**src/rtl/stopwatch_pkg.sv**
```systemverilog
// Shared definitions for the stopwatch control stage.
//   state_t       : FSM state encoding (also exported on the debug port)
//   CS_MAX/SEC_MAX: terminal BCD values of the centisecond/second counters
//   bin_to_bcd2   : elaboration-time conversion of a 0..99 integer to two BCD digits
package stopwatch_pkg;

  typedef enum logic [1:0] {
    ST_IDLE  = 2'd0,
    ST_RUN   = 2'd1,
    ST_LAP   = 2'd2,
    ST_PAUSE = 2'd3
  } state_t;

  localparam logic [7:0] CS_MAX  = 8'h99;
  localparam logic [7:0] SEC_MAX = 8'h59;

  function automatic logic [7:0] bin_to_bcd2(input int unsigned v);
    return {4'(v / 10), 4'(v % 10)};
  endfunction

endpackage

```
**src/rtl/bcd2_cnt.sv**
```systemverilog
// Two-digit BCD counter that wraps at MAX.
// Ports:
//   clk, rst : clock, asynchronous active-high reset
//   inc      : advance by one this cycle
//   clr      : synchronous clear to 00 (wins over inc)
//   q        : current value, two BCD digits
//   carry    : high in the cycle an increment wraps MAX -> 00
module bcd2_cnt #(
  parameter logic [7:0] MAX = 8'h99
) (
  input  logic       clk,
  input  logic       rst,
  input  logic       inc,
  input  logic       clr,
  output logic [7:0] q,
  output logic       carry
);

  logic [7:0] q_q, q_d;

  always_comb begin
    q_d = q_q;
    if (clr) begin
      q_d = 8'h00;
    end else if (inc) begin
      if (q_q == MAX) begin
        q_d = 8'h00;
      end else if (q_q[3:0] == 4'd9) begin
        q_d = {q_q[7:4] + 4'd1, 4'd0};
      end else begin
        q_d = {q_q[7:4], q_q[3:0] + 4'd1};
      end
    end
  end

  always_ff @(posedge clk or posedge rst) begin
    if (rst) q_q <= 8'h00;
    else     q_q <= q_d;
  end

  assign q     = q_q;
  assign carry = inc && !clr && (q_q == MAX);

endmodule

```
**src/rtl/stopwatch_ctrl.sv**
```systemverilog
// Stopwatch control FSM and MM:SS.CC BCD time-keeping.
// Ports:
//   iCLK, iRESET       : clock, asynchronous active-high reset
//   iSTART_STOP/iCLEAR/iLAP : single-cycle command pulses
//   iTICK_10MS         : 10 ms tick from the tick generator
//   oCK_RUN, oCK_RST   : run / reset controls to the tick generator
//   oCS_BCD/oSEC_BCD/oMIN_BCD : displayed time (lap register while in LAP)
//   oLAP_ACT           : display frozen
//   oOVF               : one-cycle pulse when time wraps to 00:00.00
//   oDBG_STATE         : current FSM state, for observation only
// Interface: there is no valid/ready handshake. Every input is a level sampled
// on the iCLK edge; a command acts on the single edge where its pulse is high.
module stopwatch_ctrl
  import stopwatch_pkg::*;
#(
  parameter int MIN_LIMIT = 60
) (
  input  logic       iCLK,
  input  logic       iRESET,
  input  logic       iSTART_STOP,
  input  logic       iCLEAR,
  input  logic       iLAP,
  input  logic       iTICK_10MS,
  output logic       oCK_RUN,
  output logic       oCK_RST,
  output logic [7:0] oCS_BCD,
  output logic [7:0] oSEC_BCD,
  output logic [7:0] oMIN_BCD,
  output logic       oLAP_ACT,
  output logic       oOVF,
  output logic [1:0] oDBG_STATE
);

  localparam logic [7:0] MIN_MAX = bin_to_bcd2(unsigned'(MIN_LIMIT - 1));

  state_t     state_q, state_d;
  logic       lap_cap;
  logic       tick_en, time_clr;
  logic [7:0] cs_q, sec_q, min_q;
  logic       cs_carry, sec_carry, min_carry;
  logic [7:0] lap_cs_q, lap_sec_q, lap_min_q;
  logic       ovf_q;

  // Ticks while halted are dropped: the generator may emit spurious ticks
  // while parked at terminal count.
  assign tick_en  = iTICK_10MS && (state_q == ST_RUN || state_q == ST_LAP);
  assign time_clr = (state_q == ST_PAUSE) && iCLEAR;

  bcd2_cnt #(.MAX(CS_MAX)) u_cs (
    .clk(iCLK), .rst(iRESET), .inc(tick_en), .clr(time_clr),
    .q(cs_q), .carry(cs_carry)
  );

  bcd2_cnt #(.MAX(SEC_MAX)) u_sec (
    .clk(iCLK), .rst(iRESET), .inc(cs_carry), .clr(time_clr),
    .q(sec_q), .carry(sec_carry)
  );

  bcd2_cnt #(.MAX(MIN_MAX)) u_min (
    .clk(iCLK), .rst(iRESET), .inc(sec_carry), .clr(time_clr),
    .q(min_q), .carry(min_carry)
  );

  // Priority iCLEAR > iSTART_STOP > iLAP among the commands that mean
  // something in the current state; a command ignored in a state does not
  // block a lower-priority one.
  always_comb begin
    state_d = state_q;
    lap_cap = 1'b0;
    unique case (state_q)
      ST_IDLE: begin
        if (iSTART_STOP) state_d = ST_RUN;
      end
      ST_RUN: begin
        if (iSTART_STOP) begin
          state_d = ST_PAUSE;
        end else if (iLAP) begin
          state_d = ST_LAP;
          lap_cap = 1'b1;
        end
      end
      ST_LAP: begin
        if (iSTART_STOP) state_d = ST_PAUSE;
        else if (iLAP)   state_d = ST_RUN;
      end
      ST_PAUSE: begin
        if (iCLEAR)           state_d = ST_IDLE;
        else if (iSTART_STOP) state_d = ST_RUN;
      end
      default: state_d = ST_IDLE;
    endcase
  end

  always_ff @(posedge iCLK or posedge iRESET) begin
    if (iRESET) begin
      state_q   <= ST_IDLE;
      lap_cs_q  <= 8'h00;
      lap_sec_q <= 8'h00;
      lap_min_q <= 8'h00;
      ovf_q     <= 1'b0;
    end else begin
      state_q <= state_d;
      // Lap holds the time before this edge's tick is applied.
      if (lap_cap) begin
        lap_cs_q  <= cs_q;
        lap_sec_q <= sec_q;
        lap_min_q <= min_q;
      end
      ovf_q <= min_carry;
    end
  end

  assign oCK_RUN    = (state_q == ST_RUN) || (state_q == ST_LAP);
  assign oCK_RST    = (state_q == ST_IDLE);
  assign oLAP_ACT   = (state_q == ST_LAP);
  assign oOVF       = ovf_q;
  assign oDBG_STATE = state_q;

  assign oCS_BCD  = oLAP_ACT ? lap_cs_q  : cs_q;
  assign oSEC_BCD = oLAP_ACT ? lap_sec_q : sec_q;
  assign oMIN_BCD = oLAP_ACT ? lap_min_q : min_q;

endmodule
```
**config.mk**
```make
export PLATFORM = sky130hd
export DESIGN_NAME = stopwatch_ctrl
export DESIGN_NICKNAME = d
export VERILOG_FILES = /design/src/rtl/stopwatch_pkg.sv /design/src/rtl/bcd2_cnt.sv /design/src/rtl/stopwatch_ctrl.sv
export SDC_FILE = /design/constraint.sdc
export NUM_CORES = 1
export LEC_CHECK = 0
export ABC_CLOCK_PERIOD_IN_PS = 2400
export CAP_MARGIN = 20
export CELL_PAD_IN_SITES_DETAIL_PLACEMENT = 1
export CELL_PAD_IN_SITES_GLOBAL_PLACEMENT = 1
export CORE_ASPECT_RATIO = 0.8
export CORE_UTILIZATION = 25
export DETAILED_ROUTE_END_ITERATION = 8
export GPL_TIMING_DRIVEN = 0
export PLACE_DENSITY = 0.6
export SLEW_MARGIN = 20
export SYNTH_ARGS = -nofsm -noshare
export SYNTH_HDL_FRONTEND = slang
export SYNTH_SLANG_ARGS = --single-unit
```
**constraint.sdc**
```tcl
create_clock -name iCLK -period 2.4 [get_ports iCLK]
set_input_delay 0.36 -clock iCLK [delete_from_list [all_inputs] [get_ports iCLK]]
set_output_delay 0.36 -clock iCLK [all_outputs]
set_load 0.1 [all_outputs]
```
== Word-level counts from Yosys, hierarchy flattened ==
Index checks and enable logic that the tools add are counted.

* Output and inout port bits: 30
* Logic and storage cells: 74
* Bits of input ports: 6
* Register bits after elaboration: 51

* Muxes and demuxes: 25
* Eq/ne operators: 11
* Add/subtract/negate cells: 6
* Reduce and logical (&&, ||, !) cells: 21

{| class="wikitable"
|+ Operator list
! cell !! count
|-
| 2-to-1 mux 8 bit || 15
|-
| adder 4 x 1 -> 4 bit, second input constant || 6
|-
| == test 8 x 7 -> 1 bit, second input constant || 2
|-
| == test 4 bit, second input constant || 3
|-
| 2-to-1 mux 2 bit || 6
|-
| nonzero test 3 bit || 3
|-
| == test 8 bit, second input constant || 1
|-
| logical AND 1 bit || 8
|-
| case mux 2 bit (4 select lines) || 1
|-
| AND reduction 2 bit || 4
|-
| != test 3 bit, second input constant || 2
|-
| nonzero test 2 bit || 3
|-
| == test 2 bit, second input constant || 2
|-
| 2-to-1 mux 1 bit || 3
|-
| == test 2 x 1 -> 1 bit, second input constant || 1
|-
| logical NOT 2 bit || 1
|-
| logical NOT 1 bit || 1
|-
| logical OR 1 bit || 1
|}

== Depth between registers and ports, before layout ==
* Depth in word-level cells: 9
* Mapped depth: 8
* Gate-level depth less buffers: 6

== By module ==
A second synthesis with hierarchy kept.

* Cell total of the unflattened synthesis: 248
* Area, all modules: 2,966.6 um^2

{| class="wikitable"
|+ By module, submodules not included
! module !! area an instance (um^2) !! seq. area each (um^2) !! cells an instance !! times used
|-
| stopwatch_ctrl || 1,501.4 || 675.6 || 101 || 1
|-
| bcd2_cnt (u_min ...) || 489.2 || 200.2 || 48 || 2
|-
| bcd2_cnt (u_cs) || 486.7 || 200.2 || 51 || 1
|}

== Worst setup path after synthesis ==
Ideal clock, no wire load.

* Path type: reg-to-output
* Start: register state_q[0] (netlist: oDBG_STATE[0])
* End: output oCS_BCD[5]
* Arrival time: 4.391 ns
* Path slack: -2.351 ns
* Buffers on the path: 2
* Stages on the path, launching flop included: 6
* Data required time: 2.040 ns
* Cells stage by stage: dfrtp_1 inv_1 ha_1 clkbuf_1 clkbuf_1 o21ai_0

* Word-level cells in the longest chain between the ends: 2

{| class="wikitable"
|+ Ends and longest elaborated chain
! what !! RTL line !! RTL
|-
| from (decl) || stopwatch_ctrl.sv:36 || <nowiki>state_t state_q, state_d;</nowiki>
|-
| from (signal assigned) || stopwatch_ctrl.sv:102 || <nowiki>state_q <= state_d;</nowiki>
|-
| == test 2 bit || stopwatch_ctrl.sv:115 || <nowiki>assign oLAP_ACT = (state_q == ST_LAP);</nowiki>
|-
| via oLAP_ACT || stopwatch_ctrl.sv:29 || <nowiki>output logic oLAP_ACT,</nowiki>
|-
| 2-to-1 mux 8 bit || stopwatch_ctrl.sv:119 || <nowiki>assign oCS_BCD = oLAP_ACT ? lap_cs_q : cs_q;</nowiki>
|-
| to (decl) || stopwatch_ctrl.sv:26 || <nowiki>output logic [7:0] oCS_BCD,</nowiki>
|}

The timed path passes the listed nets, and every way through them passes these cells.

== Worst setup path in the final report ==
* Start: register state_q[0] (netlist: oDBG_STATE[0])
* End: output oSEC_BCD[0]

* Word-level cells in the longest chain between the ends: 2

{| class="wikitable"
|+ Ends and longest elaborated chain
! what !! RTL line !! RTL
|-
| == test 2 bit || stopwatch_ctrl.sv:115 ||
|-
| 2-to-1 mux 8 bit || stopwatch_ctrl.sv:120 || <nowiki>assign oSEC_BCD = oLAP_ACT ? lap_sec_q : sec_q;</nowiki>
|-
| to (decl) || stopwatch_ctrl.sv:27 || <nowiki>output logic [7:0] oSEC_BCD,</nowiki>
|}

Every way passes these cells.

==> impl_metrics.py <==
metrics = {
    "timing": {
        "max_slew.worst_pin.slew_ns": 0.9632,
        "hold_viol": 0,
        "setup_slack_ns": 0.08285,
        "maxSlewHeadroom": 0.3559,
        "setup_tns_ns": 0,
        "rsz0062_at_grt": "no",
        "timing.fmax_mhz": 431.6,
        "slew_violations": 0,
        "clock_skew_ns": 0.005745,
        "fin_crit_ns": 2.317,
        "finalSetupViolCount": 0,
        "fin_crit_sh": 0.9655,
        "hold_ws_ns": 0.4782,
    },
    "synthesis": {
        "avgSynthCellArea_um2": 10.13,
        "netlist_area_mm2": 0.002878,
        "yosysSeqAreaShare": 0.4435,
        "ys_types": 37,
        "ys_ff_latch": 51,
        "synth.net_count": 306,
        "yosys_warnings": 0,
        "syn_inst": 284,
    },
    "status": {
        "status": "finished, final reports clean",
    },
    "finish": {
        "fin_nets": 348,
        "area_delta_synth_final_pct": 27.87,
        "final_common_cell": "dfrtp_1",
        "finish.utilization": 0.3340,
        "finalNonFillerCells": 471,
        "drive_gt1_frac": 0.2875,
        "n_antenna_cell": 0,
        "layout_common_cells": "49 x dfrtp_1, 27 x nand2_1, 21 x a21oi_1",
        "nFillCells": 1229,
        "fin_area_mm2": 0.003680,
    },
    "route": {
        "drt_iter0_markers": 91,
        "postRouteAntennaNets": 0,
        "vias": 2278,
        "wl_um": 7451,
        "routedWlPerCell_um": 15.82,
        "remaining_drc_errors": 0,
        "viasPerCell": 4.837,
        "first_pass_iters": 4,
    },
    "critical_path": {
        "r2r_cells": 8,
        "arrival_ns": 1.96,
        "rr_endpoint": "u_min.q[6]",
        "criticalPathCategory": "reg -> out",
        "cp_max_fo": 10,
        "required_ns": 2.04,
        "reg2reg_from": "u_sec.q[1]",
        "r2r_slack_ns": 0.24,
        "end_kind": "primary output",
        "critPathLaunchType": "register",
    },
    "clock_network": {
        "post-cts-setup-buffers": 0,
        "numCtsBuffers": 5,
        "cts.sinks": 51,
        "cts_tree": "yes",
        "cts_hold_buf": 0,
        "clock_path_buffers": 2,
        "clkTransAtPathRegs_ns": 0.07,
        "htree_levels": 2,
        "clk-insertion-delay-late_ns": 0.29,
        "clock-root-buffer": "clkbuf_16",
    },
    "placed_design": {
        "dpl.hpwl_um": 5329,
        "dpl-instance-area_mm2": 0.003620,
        "dp.cells": 463,
        "port_buffers": 35,
        "pre_cts_ws_ns": -0.3823,
        "gp_congestion": 0.8101,
    },
    "die": {
        "fp.dieH_um": 97.96,
        "die-width_um": 122.0,
        "start_util": 0.2612,
        "std_cell_rows": 34,
        "num_io_pins": 36,
        "core_mm2": 0.01102,
        "die_area_mm2": 0.01195,
    },
    "worst_hold_path": {
        "hp-start": "lap_sec_q[1]",
        "min_path_type": "reg -> reg",
        "hold_end": "lap_sec_q[1]",
        "hold_depth": 2,
    },
    "global_route": {
        "overflow": 0,
        "grt_pass1_wl_um": 12370,
        "grt_max_degree": 52,
        "grt_usage": 0.1335,
        "antenna_found_initial": 0,
        "grt_pass1_vias": 2361,
    },
    "pwr": {
        "ir_drop_mv": 0.3596,
        "leakagePower_nw": 1.665,
        "p_per_area_mw_per_mm2": 910.1,
        "p_total_mw": 3.349,
    },
    "flow_run": {
        "cap_violations": 0,
    },
}
## what timing repair did
| item | CTS | global route |
|---|---|---|
| setup endpoints to repair | 27 | 22 |
| resized for setup | 123 | 26 |
| pin swaps | 0 | 0 |
## synthesized netlist by cell type, drive strengths merged
library cell / instances / area (µm²)
or3: 3 / 18.77
a311oi: 1 / 8.760
nand3b: 3 / 22.52
nand2: 27 / 101.4
nand4: 3 / 33.78
o21ai: 26 / 130.1
buf: 6 / 45.04
ha: 16 / 200.2
and3b: 6 / 56.30
dfrtp: 51 / 1276
nor2b: 2 / 12.51
inv: 14 / 52.55
mux2: 36 / 405.4
o211a: 1 / 10.01
nand3: 8 / 40.04
a31o: 2 / 17.52
a221oi: 1 / 8.760
nor4: 5 / 31.28
o21a: 1 / 7.510
a21oi: 21 / 105.1
mux2i: 1 / 10.01
nand4b: 2 / 17.52
or4: 10 / 76.32
clkbuf: 9 / 33.78
o31ai: 4 / 30.03
nor4b: 1 / 8.760
and2: 3 / 18.77
and3: 2 / 12.51
nor2: 12 / 45.04
a31oi: 2 / 12.51
xnor2: 1 / 8.760
nor3: 4 / 20.02
## layer usage
| metal | GRT usage | wire [µm] | vias to the layer above |
|---|---|---|---|
| li1 | - | - | 1104 |
| met3 | 0.02512 | 237 | 2 |
| met1 | 0.2001 | 3894 | 1147 |
| met4 | 0.02849 | 33 | 0 |
| met2 | 0.1964 | 3285 | 25 |
| met5 | 0 | 0 | - |
## worst max-delay path by stage
stage | start | endpoint | slack (ns) | cells past startpoint
after detailed placement | oDBG_STATE[0] | oSEC_BCD[7] | -0.38 | 6
after global placement | iRESET | oDBG_STATE[1] | -0.53 | 2
after CTS | oDBG_STATE[0] | oCS_BCD[4] | 0.006 | 6
after floorplan | oDBG_STATE[1] | u_min.q[6] | -0.09 | 8
final | oDBG_STATE[0] | oSEC_BCD[0] | 0.08 | 6
after global routing | oDBG_STATE[0] | oCS_BCD[7] | 0.002 | 6
## critical path, stage by stage (launching register included)
cell	delay, ns
dfrtp_2	0.45
inv_4	0.10
ha_4	0.12
clkbuf_2	0.17
buf_6	0.21
mux2_4	0.32
buf_2	0.29
## flip-flops by register name (all words and copies together), names as in the netlist
name and cells:
lap_cs_q 8, u_sec.q 8, u_cs.q 8, oDBG_STATE 2, lap_sec_q 8, oOVF 1
u_min.q 8, lap_min_q 8
## cell type report
class                      count  area (µm²)  area share
tap                          144       180.2     0.04896
inverter                      14       57.56     0.01564
multi-input combinational    204        1635      0.4444
sequential                    51        1279      0.3475
buffer                        15       121.4     0.03298
clock inverter                 1       5.005    0.001360
clock buffer                   7       132.6     0.03604
timing repair buffer          35       269.0     0.07310
## kinds of logic (layout without fill, tap and decap cells)
kind of cell,after synthesis,in the layout,synth area share
AND/OR/NAND/NOR,91,91,0.1791
flip-flops,51,51,0.4435
multiplexers,37,37,0.1443
XOR/XNOR,1,1,0.003044
buffers and inverters,29,72,0.04565
adder cells (fa/ha/maj),16,16,0.06956
AO/OA/AOI/OAI,59,59,0.1148
## report_power, final
group | switching (mW) | total [mW] | internal, mW | leakage (nW)
clock network | 0.314 | 0.700 | 0.387 | 0.0679
logic | 1.14 | 1.59 | 0.445 | 0.898
registers | 0.107 | 1.06 | 0.955 | 0.700
Note: power is estimated with default switching activity, not from simulation.
